## src/rtl/instr_encoder_loader.sv

```systemverilog
`default_nettype none
// ============================================================================
// Module   : instr_encoder_loader
// Brief    : Packs instruction-class fields into RV32 words and writes them to
//            imem at an auto-incrementing address. Optional macro:
//            IMM_RANGE_CHECK_EN (reject out-of-range immediates).
// Revision : 1.0
// ============================================================================
module instr_encoder_loader #(
    parameter int ADDR_W = 6
) (
    input  logic              clk,
    input  logic              arst,
    input  logic              start,
    input  logic [ADDR_W-1:0] start_addr,
    input  logic              req_valid,
    output logic              req_ready,
    input  logic [2:0]        req_class,
    input  logic [4:0]        rd,
    input  logic [4:0]        rs1,
    input  logic [4:0]        rs2,
    input  logic [2:0]        funct3,
    input  logic [6:0]        funct7,
    input  logic [31:0]       imm,
    output logic              imem_we,
    output logic [ADDR_W-1:0] imem_addr,
    output logic [31:0]       imem_wdata,
    output logic [ADDR_W:0]   count,
    output logic              err,
    output logic              busy
);

    localparam logic [2:0] C_CLS_R    = 3'd0;
    localparam logic [2:0] C_CLS_I    = 3'd1;
    localparam logic [2:0] C_CLS_LD   = 3'd2;
    localparam logic [2:0] C_CLS_ST   = 3'd3;
    localparam logic [2:0] C_CLS_BEQ  = 3'd4;
    localparam logic [2:0] C_CLS_JAL  = 3'd5;

    localparam logic [ADDR_W:0] C_COUNT_MAX = {1'b1, {ADDR_W{1'b0}}};

    typedef enum logic [1:0] {
        S_IDLE = 2'd0,
        S_ENC  = 2'd1,
        S_WR   = 2'd2
    } state_t;

    state_t             state_q, state_d;
    logic [ADDR_W-1:0]  ptr_q, ptr_d;
    logic [ADDR_W:0]    count_q, count_d;
    logic               err_q, err_d;
    logic [31:0]        wdata_q, wdata_d;

    logic [2:0]         cls_q;
    logic [4:0]         rd_q, rs1_q, rs2_q;
    logic [2:0]         f3_q;
    logic [6:0]         f7_q;
    logic [31:0]        imm_q;

    logic               accept;
    logic [31:0]        enc_word;
    logic               cls_illegal;
    logic               imm_ok;

    // start takes priority over a request presented in the same cycle.
    assign req_ready = (state_q == S_IDLE) && !start;
    assign accept    = req_valid && req_ready;

    always_comb begin
        enc_word    = '0;
        cls_illegal = 1'b0;
        case (cls_q)
            C_CLS_R:   enc_word = {f7_q, rs2_q, rs1_q, f3_q, rd_q, 7'b0110011};
            C_CLS_I:   enc_word = {imm_q[11:0], rs1_q, f3_q, rd_q, 7'b0010011};
            C_CLS_LD:  enc_word = {imm_q[11:0], rs1_q, f3_q, rd_q, 7'b0000011};
            C_CLS_ST:  enc_word = {imm_q[11:5], rs2_q, rs1_q, f3_q, imm_q[4:0], 7'b0100011};
            C_CLS_BEQ: enc_word = {imm_q[12], imm_q[10:5], rs2_q, rs1_q, 3'b000,
                                   imm_q[4:1], imm_q[11], 7'b1100011};
            C_CLS_JAL: enc_word = {imm_q[20], imm_q[10:1], imm_q[11], imm_q[19:12],
                                   rd_q, 7'b1101111};
            default:   cls_illegal = 1'b1;
        endcase
    end

`ifdef IMM_RANGE_CHECK_EN
    logic signed [31:0] simm;
    assign simm = imm_q;

    always_comb begin
        imm_ok = 1'b1;
        case (cls_q)
            C_CLS_I, C_CLS_LD, C_CLS_ST:
                imm_ok = (simm >= -32'sd2048) && (simm <= 32'sd2047);
            C_CLS_BEQ:
                imm_ok = (simm >= -32'sd4096) && (simm <= 32'sd4094) && !imm_q[0];
            C_CLS_JAL:
                imm_ok = (simm >= -32'sd1048576) && (simm <= 32'sd1048574) && !imm_q[0];
            default:
                imm_ok = 1'b1;
        endcase
    end
`else
    // Upper immediate bits are simply truncated when range checking is off.
    logic unused_imm_hi;
    assign unused_imm_hi = ^imm_q[31:21];
    assign imm_ok        = 1'b1;
`endif

    always_comb begin
        state_d = state_q;
        ptr_d   = ptr_q;
        count_d = count_q;
        err_d   = err_q;
        wdata_d = wdata_q;
        case (state_q)
            S_IDLE: begin
                if (start) begin
                    ptr_d   = start_addr;
                    count_d = '0;
                    err_d   = 1'b0;
                end else if (req_valid) begin
                    state_d = S_ENC;
                end
            end
            S_ENC: begin
                if (cls_illegal || !imm_ok) begin
                    err_d   = 1'b1;
                    state_d = S_IDLE;
                end else begin
                    wdata_d = enc_word;
                    state_d = S_WR;
                end
            end
            S_WR: begin
                ptr_d = ptr_q + 1'b1;
                if (count_q != C_COUNT_MAX) begin
                    count_d = count_q + 1'b1;
                end
                state_d = S_IDLE;
            end
            default: state_d = S_IDLE;
        endcase
    end

    always_ff @(posedge clk or posedge arst) begin
        if (arst) begin
            state_q <= S_IDLE;
            ptr_q   <= '0;
            count_q <= '0;
            err_q   <= 1'b0;
            wdata_q <= '0;
        end else begin
            state_q <= state_d;
            ptr_q   <= ptr_d;
            count_q <= count_d;
            err_q   <= err_d;
            wdata_q <= wdata_d;
        end
    end

    always_ff @(posedge clk or posedge arst) begin
        if (arst) begin
            cls_q <= '0;
            rd_q  <= '0;
            rs1_q <= '0;
            rs2_q <= '0;
            f3_q  <= '0;
            f7_q  <= '0;
            imm_q <= '0;
        end else if (accept) begin
            cls_q <= req_class;
            rd_q  <= rd;
            rs1_q <= rs1;
            rs2_q <= rs2;
            f3_q  <= funct3;
            f7_q  <= funct7;
            imm_q <= imm;
        end
    end

    // Write strobe is decoded from state so an async reset removes it at once.
    assign imem_we    = (state_q == S_WR);
    assign imem_addr  = ptr_q;
    assign imem_wdata = wdata_q;
    assign count      = count_q;
    assign err        = err_q;
    assign busy       = (state_q != S_IDLE);

endmodule
`default_nettype wire
```

## config.mk

```make
export PLATFORM = sky130hd
export DESIGN_NAME = instr_encoder_loader
export DESIGN_NICKNAME = d
export VERILOG_FILES = /design/src/rtl/instr_encoder_loader.sv
export SDC_FILE = /design/constraint.sdc
export NUM_CORES = 1
export LEC_CHECK = 0
export ABC_AREA = 0
export BUFFER_PORTS_ARGS = -buffer_cell sky130_fd_sc_hd__buf_2
export CELL_PAD_IN_SITES_DETAIL_PLACEMENT = 0
export CELL_PAD_IN_SITES_GLOBAL_PLACEMENT = 1
export CORE_MARGIN = 2
export CORE_UTILIZATION = 43
export DETAILED_ROUTE_END_ITERATION = 8
export GPL_TIMING_DRIVEN = 1
export MAX_ROUTING_LAYER = met4
export PLACE_DENSITY_LB_ADDON = 0.1
export RECOVER_POWER = 50
export SYNTH_ARGS = -nofsm -noshare
export SYNTH_HDL_FRONTEND = slang
export SYNTH_SLANG_ARGS = --single-unit
```

## constraint.sdc

```tcl
create_clock -name clk -period 4.6 [get_ports clk]
set_clock_uncertainty 0.05 [all_clocks]
set_input_delay 0.69 -clock clk [delete_from_list [all_inputs] [get_ports clk]]
set_output_delay 0.69 -clock clk [all_outputs]
set_load 0.1 [all_outputs]
```

# Yosys cells after proc, flatten, opt, wreduce, memory -nomap -nowiden
# Cells that the tools add are included.
[totals]
output_inout_bits = 49
inputBits = 70
ff_bits = 97
[classes]
reduce_logical = 14
eq_ne = 13
add_sub_neg = 2
n_mux = 13
[ops]
columns = ["cell", "n"]
rows = [
  ["32-bit one-hot mux with 6 select lines", 1],
  ["7-bit 2-to-1 mux", 2],
  ["7-bit one-hot mux with 2 select lines", 1],
  ["6-bit one-hot mux with 2 select lines", 1],
  ["2-bit inequality test, second input constant", 4],
  ["7-bit by 1-bit adder with 7-bit output, second input constant", 1],
  ["7-bit inequality test, second input constant", 1],
  ["6-bit by 1-bit adder with 6-bit output, second input constant", 1],
  ["3-bit by 2-bit == test with 1-bit output, second input constant", 2],
  ["3-bit == test, second input constant", 2],
  ["2-bit 2-to-1 mux", 3],
  ["6-bit 2-to-1 mux", 1],
  ["2-bit AND reduction", 3],
  ["3-bit AND reduction", 2],
  ["2-bit nonzero test", 3],
  ["6-bit OR reduction", 1],
  ["2-bit one-hot mux with 2 select lines", 1],
  ["3-bit by 1-bit == test with 1-bit output, second input constant", 1],
  ["3-bit logical NOT", 1],
  ["2-bit by 1-bit == test with 1-bit output, second input constant", 1],
  ["2-bit == test, second input constant", 1],
  ["1-bit logical AND", 2],
  ["2-bit logical NOT", 1],
  ["1-bit 2-to-1 mux", 2],
  ["other kinds (3)", 3],
]

# Logic depth before layout (Yosys ltp)
# Gate-level depths: netlist of the first run.
[depth]
word_depth = 4
depth_mapped = 6
mapped_depth_nobuf = 5

# Least setup slack after synthesis of the first run
# No wires, ideal clock.
[synth_path]
path_type = "input to register"
from = "input port start"
to = "register cls_q[0]"
stages = 5
required_time_ns = 4.425
setup_time_ns = 0.125
setup_slack_ns = 1.654
arrival_time_ns = 2.772
cell_sequence = "nor3_2 > and2_1 > buf_2 > buf_4 > mux2_2"
[synth_via]
elab_chain_len = 3
[synth_rtl]
columns = ["element", "line_no", "source"]
rows = [
  ["start: declaration", "14", "input logic start,"],
  ["1-bit logical NOT", "66", "assign req_ready = (state_q == S_IDLE) && !start;"],
  ["1-bit logical AND", "66", ""],
  ["1-bit logical AND", "67", "assign accept = req_valid && req_ready;"],
  ["end signal: assignment", "171", "cls_q <= req_class;"],
  ["end: declaration", "54", "logic [2:0] cls_q;"],
]
# Every way passes these cells.
# A chain may end at the register's enable or synchronous reset.

==> results of run 1 <==
-- per-layer routing --
layer | vias up | routed length [um] | track usage [%]
met5 | - | 0 | -
met2 | 81 | 4510 | 28.9
li1 | 1524 | - | -
met3 | 9 | 512 | 4.44
met1 | 1566 | 4460 | 26.0
met4 | 0 | 80 | 5.77
-- cell families after synthesis --
logic type / synth area share [%]
buffers and inverters: 4.22
DFF: 56.0
AOI/OAI and AO/OA: 16.3
and+or+nand+nor: 8.88
muxes: 13.7
adders and majority gates: 0.885
-- registers in the layout (all words and copies together) (netlist names) --
name and flops:
cls_q 3, count 7, err 1, f3_q 3, f7_q 7, imem_addr 6
imem_wdata 30, imm_q 21, rd_q 5, rs1_q 5, rs2_q 5, state_q 2
-- layout make-up --
type	count	area, um^2	area share (%)
clock buffer	10	128	2.55
multi-input combinational	233	1690	33.7
inverter	11	42.5	0.849
clock inverter	5	60.1	1.20
timing repair buffer	111	548	10.9
tap	133	166	3.32
sequential	95	2380	47.5
-- report_power, final --
group	total, uW	internal (uW)	switching, uW
Combinational	1650	324	1320
Sequential	1240	1070	173
Clock	534	248	286
-- per-stage QoR --
| stage | setup slack (ps) | total power, uW | area, um^2 |
|---|---|---|---|
| final | 1720 | 3420 | 5010 |
| after global routing | 1190 | 3590 | 5010 |
| after CTS | 2000 | 3470 | 5030 |
| after detailed placement | 1900 | 2920 | 4840 |
| after global placement | 1910 | 2910 | 4840 |
| after floorplan | 1380 | 2630 | 4240 |
-- worst max-delay path, delay by kind of cell --
kind | cells | cell delay, ps
buf+inv | 3 | 2420
-- cell usage in the layout (no fill, tap or decap), types with 2 or more instances in the layout --
master	n
buf_2	98
dfrtp_1	95
mux2_2	45
a21oi_1	42
nand2_1	21
o21ai_0	14
nand3_1	11
a31oi_1	11
clkbuf_1	11
inv_1	10
clkbuf_8	9
a22oi_1	8
nand2b_1	7
o22ai_1	5
or4_1	5
mux2i_1	4
nor2_1	4
nor2b_1	4
a21boi_0	4
a221o_1	4
clkinvlp_4	4
a22o_1	3
o31ai_1	3
mux2_1	3
or3b_2	3
ha_1	3
nand4_1	2
o21bai_1	2
or3_1	2
and3b_1	2
o21a_1	2
nor3b_1	2
o211ai_1	2
buf_4	2
-- path summary, 6_finish.rpt --
path / start / end / cells past startpoint
worst min-delay path: imem_wdata[4] / imem_wdata[4] / 1
worst max-delay path: arst / imm_q[1] / 3
worst min register to register: imem_wdata[4] / imem_wdata[4] / 1
max in group clk: cls_q[1] / imem_wdata[21] / 4
worst max register to register: cls_q[1] / imem_wdata[21] / 4
min in group asynchronous: arst / imem_wdata[15] / 2
==> metrics, run 1 <==
Fillers=between 900 and 1000; TNS Setup=0 ps; hold buffers post-CTS=0; Root Buffer=clkbuf_8; die width=about 100 um; die area=0.0107 mm^2; PwrDens=683 mW/mm^2; clock insertion delay at the later pin of the skew report=350 ps; first-pass GRT wire length=15.3 mm; Synth top area share=between 50% and 60%; H-tree depth=3; Post-DP HPWL=6.29 mm; die height=103 um; Final Instance Count excl. Fillers=~600; Top FF cell, synth=dfrtp_1; largest net degree at the start of global routing=between 50 and 60; Worst setup SP type=input pin; Slew Limit Fails=89; Buffers on Ports=between 100 and 150; DR DRC count=0; final hold vios=0; Hold WC Path Type=register to register; synth-to-layout area growth=18.1%; crit path max fanout=55; worst vdd ir=0.319 mV; TritonCTS Buffers=9; Initial Utilization=a little over two fifths; initial antenna violation count=0; Post-Synthesis Cells=around 370; Final ANT Viol Nets=0; flops & latches, synth=95; crit-path cells=buf_2 > clkinvlp_2 > clkbuf_2; final core occ=51.7%; # setup viols final=0; GRT Residual Overflow=0; worst path arrival time=3160 ps; vias in the first global route=3053; Synth warnings=0; LEAKAGE=0.00224 uW; Ant. Diodes=0; wire per inst=16.0 um; top-count cell post-synth=dfrtp_1; post-CTS sizing=0; Syn Area/Cell=11.6 um^2; largest cells by area after synthesis=dfrtp_1 56%, mux2_2 12%, a21oi_1 5.0%; GRT Total Usage=a little under a fifth; status=finished with violations; Max Cap Viol=2; flop2flop setup slack=1960 ps; crit path kind=input pin to async pin; failing checks=max-capacitance violations, max-slew violations; headroom to the max-slew limit=-59.0%; RSZ-0062 raised after global routing=false; Critical Path RT=roughly 4900 ps; count of flip-flops with a built-in enable after synthesis=0; period utilisation layout=62.7%; # IOs=119; Worst path slowest cell=clkinvlp_2; post-DR vias/cell=5.32; top cells by count, synth=95 x dfrtp_1, 45 x mux2_2, 42 x a21oi_1, 21 x nand2_1, 14 x o21ai_0; total wire length=9.56 mm; minimum clock period=2880 ps; layout cells sized above 1=36.1%; # Post-CTS Setup Buffers=0; endpoint class of the critical path=async pin; ys async rst share=100%; worst hold margin=441 ps; CTS tree=done; DR iter-0 viols=between 90 and 100; Core Rows=36; Placed Cells=583; Core ar.=0.00968 mm^2; Vias=between 3000 and 4000; Worst Tran Pin Value=about 2400 ps; max incr delay on CP=1330 ps; Clock transition at path regs=approximately 90 ps; clock buffer depth=2; Net Count, Synth=439; fmax=around 0.35 GHz; # clock sinks=95; Routability Congestion=0.785; largest area contributor in the netlist=dfrtp_1; Synth Cell Area=0.00424 mm^2; First-pass DRT Iterations=4; register area share after synthesis=56.0%; Post-layout nets=534; Yosys cell types=48
Power figures use the tool's default switching activity.
==> run 2: changes to the inputs <==
--- a/config.mk
+++ b/config.mk
@@ -10,7 +10,7 @@
 export CELL_PAD_IN_SITES_DETAIL_PLACEMENT = 0
 export CELL_PAD_IN_SITES_GLOBAL_PLACEMENT = 1
 export CORE_MARGIN = 2
-export CORE_UTILIZATION = 43
+export CORE_UTILIZATION = 40
 export DETAILED_ROUTE_END_ITERATION = 8
 export GPL_TIMING_DRIVEN = 1
 export MAX_ROUTING_LAYER = met4
==> constraint.sdc (replaced) <==
create_clock -name clk -period 3 [get_ports clk]
set_clock_uncertainty 0.05 [all_clocks]
set_input_delay 0.45 -clock clk [delete_from_list [all_inputs] [get_ports clk]]
set_output_delay 0.45 -clock clk [all_outputs]
set_load 0.1 [all_outputs]
==> run 2 against run 1 <==
The flow still finishes with violations (max-capacitance violations, max-slew violations). Die area rose by 7.2%. Count of clock-buffer cells in the layout rose by 1. Non-clock buffer count rose by 1. Clock power rose by 63%. Cell count rose by 0.84%. Via count rose by 0.82%. Critical path depth fell by 1. Worst setup slack got worse by 1100 ps. Wire length rose by 4.2%. Global-route usage fell by 0.81 points. Critical path type is now register to output pin. Highest routed layer unchanged.
==> metrics, run 2 (synthesis gave the netlist of run 1 again) <==
clock power share=16.4% (+0.8 points); Final Instance Count excl. Fillers=603 (+0.84%); Worst Tran Pin Value=1740 ps (-635 ps); vias in the first global route=3164 (+3.6%); most common cell after layout, fill and taps aside=dfrtp_1; GRT Residual Overflow=0 (unchanged); crit path max fanout=17 (-69%); Placed Cells=587 (+0.69%); CTS tree=done; # IOs=119 (unchanged); Post-layout nets=535 (+0.19%); Post-Place Cell Area=0.00488 mm^2 (+0.75%); LEAKAGE=0.00226 uW (+0.92%); # setup viols final=0 (unchanged); sequential power share=36.0% (-0.3 points); Pint=2500 uW (+52%); headroom to the max-slew limit=-16.4% (+43 points); endpoint class of the critical path=output pin; Clock transition at path regs=110 ps (+20 ps); # clock sinks=95 (unchanged); setup ws final=617 ps (-1100 ps); Final Cell Area=0.00505 mm^2 (+0.85%); register area=0.00238 mm^2 (unchanged); Ant. Diodes=0 (unchanged); Core Rows=37 (+2.8%); RSZ-0062 raised after global routing=false; hold endpoint=rd_q[2]; area of the multi-input gates=0.00168 mm^2 (-0.15%); minimum clock period=2380 ps; fmax=0.420 GHz; Post-DP HPWL=6.43 mm (+2.3%); GRT Total Usage=18.4% (-0.81 points); DR DRC count=0 (unchanged); failing checks=max-capacitance violations, max-slew violations; Hold WC Path Type=input pin to register; first-pass GRT wire length=16.0 mm (+4.0%); Worst setup SP type=register; Max Cap Viol=1 (-1); R2R Path End=f7_q[2]; worst path arrival time=1880 ps (-1280 ps); hold buffers post-CTS=0 (unchanged); largest net degree at the start of global routing=60 (+7.1%); initial antenna violation count=0 (unchanged); die area=0.0114 mm^2 (+7.2%); final hold vios=0 (unchanged); wire per inst=16.5 um (+3.4%); die height=107 um (+3.5%); crit path kind=register to output pin; Comb pwr share=47.7% (-0.4 points); commonest cells after routing, fill and taps aside=95 x dfrtp_1, 92 x buf_2, 45 x mux2_2; die width=107 um (+3.5%); Hold Crit Start=rd[2]; flop2flop setup slack=920 ps (-1040 ps); clock insertion delay at the later pin of the skew report=370 ps (+20 ps); worst vdd ir=0.564 mV (+77%); DR iter-0 viols=106 (+12%); Hold Path Stages=2 (+1); Slew Limit Fails=37 (-58%); TritonCTS Buffers=9 (unchanged); Routability Congestion=0.729 (-7.2%); synth-to-layout area growth=19.1%; Worst R2R Start=state_q[1]; Vias=3206 (+0.82%); H-tree depth=3 (unchanged); TNS Setup=0 ps (unchanged); # Post-CTS Setup Buffers=0 (unchanged); post-CTS sizing=0 (unchanged); status=finished with violations; FF-to-FF path depth=4 (unchanged); clock buffer depth=2 (unchanged); Root Buffer=clkbuf_8; First-pass DRT Iterations=4 (unchanged); Critical Path RT=2500 ps (-2380 ps); Net Sw Frac=52.9% (+0.86 points); Buffers on Ports=107 (unchanged); layout cells sized above 1=35.5% (-0.58 points); Final ANT Viol Nets=0 (unchanged); total wire length=9.97 mm (+4.2%); max reg flops=30 (unchanged); PwrDens=1050 mW/mm^2 (+54%); pre-CTS setup slack=1020 ps (-883 ps); Net Switching=2800 uW (+58%); Initial Utilization=41.1% (-2.7 points); post-DR vias/cell=5.32 (about the same); period utilisation layout=79.4%; Core ar.=0.0103 mm^2 (+6.6%); Fillers=1000 (+7.0%)
==> run 2: cell types whose count changed in the layout (fill, tap and decap cells not counted), sizes merged <==
cell	before	now
clkbuf	21	26
inv	10	15
clkinvlp	5	1
buf	100	97
bufinv	1	0
==> run 2: routing by layer <==
| layer | routed length [um] | share of wire, % | up-vias | GRT usage, % |
|---|---|---|---|---|
| li1 | - | - | 1542 | - |
| met1 | 4750 | 48 | 1570 | 24.2 |
| met2 | 4580 | 46 | 87 | 29.0 |
| met3 | 562 | 5.6 | 7 | 4.50 |
| met4 | 82 | 0.82 | 0 | 4.17 |
| met5 | 0 | 0 | - | - |
==> run 2: layout make-up <==
type | instances | share of cell area (%)
clock buffer | 11 | 3.00
tap | 136 | 3.37
multi-input combinational | 233 | 33.3
timing repair buffer | 112 | 11.5
sequential | 95 | 47.1
clock inverter | 5 | 0.917
inverter | 11 | 0.842
==> run 2: worst max path at each step <==
stage,start,end,cells after the start
CTS,state_q[1],imem_we,3
finish,state_q[1],req_ready,2
global route,state_q[1],imem_we,3
global placement,state_q[1],f7_q[2],4
floorplan,arst,cls_q[0],1
detailed placement,cls_q[1],imem_wdata[22],3
==> run 2: metrics by stage <==
step           hold slack, ps  power (uW)  util [%]
4_1_cts                  62.9        5360      49.2
3_3_place_gp              420        4470      47.3
3_5_place_dp              425        4500      47.3
5_1_grt                   239        5550      48.9
2_1_floorplan             408        4040         -
6_report                  236        5300      48.9
==> run 2: worst max-delay path, stage by stage (launching register included) <==
cell and delay [ps]:
dfrtp_1 590, nor3_1 430, buf_2 500
==> run 2: power by group through the flow <==
stage / registers (uW) / logic (uW) / clock network [uW]
2_1_floorplan: 3350 / 691 / 0
3_3_place_gp: 1920 / 2550 / 0
3_5_place_dp: 1930 / 2570 / 0
4_1_cts: 1900 / 2570 / 880
5_1_grt: 1960 / 2650 / 943
6_report: 1910 / 2530 / 868
==> run 3: changes to the inputs <==
==> constraint.sdc (replaced) <==
create_clock -name clk -period 2.3 [get_ports clk]
set_clock_uncertainty 0.05 [all_clocks]
set_input_delay 0.345 -clock clk [delete_from_list [all_inputs] [get_ports clk]]
set_output_delay 0.345 -clock clk [all_outputs]
set_load 0.1 [all_outputs]
==> run 3 against run 2 <==
The flow now finishes without violations. Critical endpoint is now imem_we. Final area rose by 1.8%. Worst setup slack got worse by 400 ps. Non-clock buffer count rose by 9. Critical path depth rose by 1. Cell count rose by 1.5%. Count of clock-buffer cells in the layout fell by 1. Clock power rose by 41%. Sequential power rose by 28%.
==> metrics, run 3 (synthesis gave the netlist of run 1 again) <==
status=completed; final hold vios=0 (unchanged); Worst setup SP type=register; commonest cells after routing, fill and taps aside=94 x dfrtp_1, 94 x buf_2, 45 x mux2_2; Worst path slowest cell=dfrtp_1; worst hold margin=156 ps (-80.2 ps); die height=107 um (unchanged); max reg flops=30 (unchanged); GRT Residual Overflow=0 (unchanged); CTS tree=done; Max Cap Viol=0 (-1); FF-to-FF path depth=4 (unchanged); Core ar.=0.0103 mm^2 (unchanged); initial antenna violation count=1 (+1); RSZ-0062 raised after global routing=false; post-DR vias/cell=5.27 (-0.79%); Post-layout nets=544 (+1.7%); DR iter-0 viols=144 (+36%); Hold Crit Start=rd[2]; crit-path cells=nand2b_1 > inv_1 > buf_2; Slew Limit Fails=0 (-100%); H-tree depth=3 (unchanged); crit path kind=register to output pin; minimum clock period=2080 ps; max incr delay on CP=500 ps (-90 ps); Worst R2R Start=state_q[0]; LEAKAGE=0.00230 uW (+1.7%); clock buffer depth=2 (unchanged); vias in the first global route=3194 (+0.95%); Initial Utilization=41.1% (unchanged); worst vdd ir=0.729 mV (+29%); setup ws final=221 ps (-396 ps); total design power=7020 uW (+32%); # clock sinks=95 (unchanged); # IOs=119 (unchanged); Root Buffer=clkbuf_8; endpoint class of the critical path=output pin; Hold Path Stages=2 (unchanged); layout cells sized above 1=36.6% (+1.1 points); Routability Congestion=0.741 (+1.6%); synth-to-layout area growth=21.3%; fmax=around 0.48 GHz; die width=107 um (unchanged); Vias=3228 (+0.69%); Critical Path RT=1900 ps (-600 ps); Hold WC Path Type=input pin to register; Post-DP HPWL=6.66 mm (+3.6%); DR DRC count=0 (unchanged); R2R Path End=imem_wdata[24]; Final ANT Viol Nets=0 (unchanged); hold endpoint=rd_q[2]; period utilisation layout=90.4%; Worst Tran Pin Value=1210 ps (-529 ps); # setup viols final=0 (unchanged); PwrDens=1370 mW/mm^2 (+30%); largest net degree at the start of global routing=54 (-10%); Clock transition at path regs=90 ps (-20 ps); Core Rows=37 (unchanged); TNS Setup=0 ps (unchanged); pre-CTS setup slack=433 ps (-589 ps); GRT Total Usage=18.6% (+0.18 points); first-pass GRT wire length=16.1 mm (+1.1%); # Post-CTS Setup Buffers=0 (unchanged); flop2flop setup slack=350 ps (-570 ps); worst path arrival time=1680 ps (-200 ps); die area=0.0114 mm^2 (unchanged); First-pass DRT Iterations=4 (unchanged); wire per inst=15.9 um (-3.5%); crit path max fanout=8 (-9); clock insertion delay at the later pin of the skew report=360 ps (about the same); total wire length=9.76 mm (-2.1%); TritonCTS Buffers=9 (unchanged); headroom to the max-slew limit=19.8% (+36 points); Buffers on Ports=107 (unchanged)
==> run 3: critical path: cells and delay by family, from the launching register on <==
family        cells  cell delay [ps]
buf+inv           2              550
flops             1              500
simple gates      1              280
==> run 3: worst max-delay path by stage <==
stage | from | to
5_1_grt | state_q[0] | imem_we
2_1_floorplan | state_q[1] | cls_q[0]
3_3_place_gp | cls_q[1] | imem_wdata[15]
4_1_cts | state_q[1] | imem_we
3_5_place_dp | state_q[1] | f7_q[1]
6_report | state_q[0] | imem_we
==> run 3: repair_timing <==
action | CTS | global route
setup endpoints to repair | 0 | 1
hold buffers | 1 | 0
resized for setup | 0 | 1
hold endpoints to repair | 10 | 0
==> run 3: cell type report <==
cell class	instances	area, um^2
fill	996	5180
sequential	95	2380
multi-input combinational	233	1700
timing repair buffer	121	636
tap	136	170
clock buffer	10	138
clock inverter	5	81.3
inverter	11	42.5
antenna	1	2.50
==> run 3: metal layers <==
metal / global-route usage, % / routed length, um / vias to the layer above
li1: - / - / 1549
met1: 25.1 / 4510 / 1599
met2: 28.5 / 4720 / 69
met3: 3.53 / 407 / 11
met4: 5.84 / 124 / 0
met5: - / 0 / -
==> run 3: power breakdown <==
group | internal, uW | switching [uW] | total, uW | leakage (uW)
logic | 672 | 2690 | 3360 | 0.00107
clock network | 639 | 576 | 1220 | 0.000109
registers | 2140 | 312 | 2450 | 0.00113
total | 3450 | 3570 | 7020 | 0.00230
==> run 3: stage by stage <==
step / utilization [%] / area [um^2] / cells
global route: 49.8 / 5140 / 612
CTS: 50.4 / 5200 / 611
global placement: 48.2 / 4970 / 595
floorplan: - / 4250 / 366
finish: 49.8 / 5140 / 612
detailed placement: 48.2 / 4970 / 595
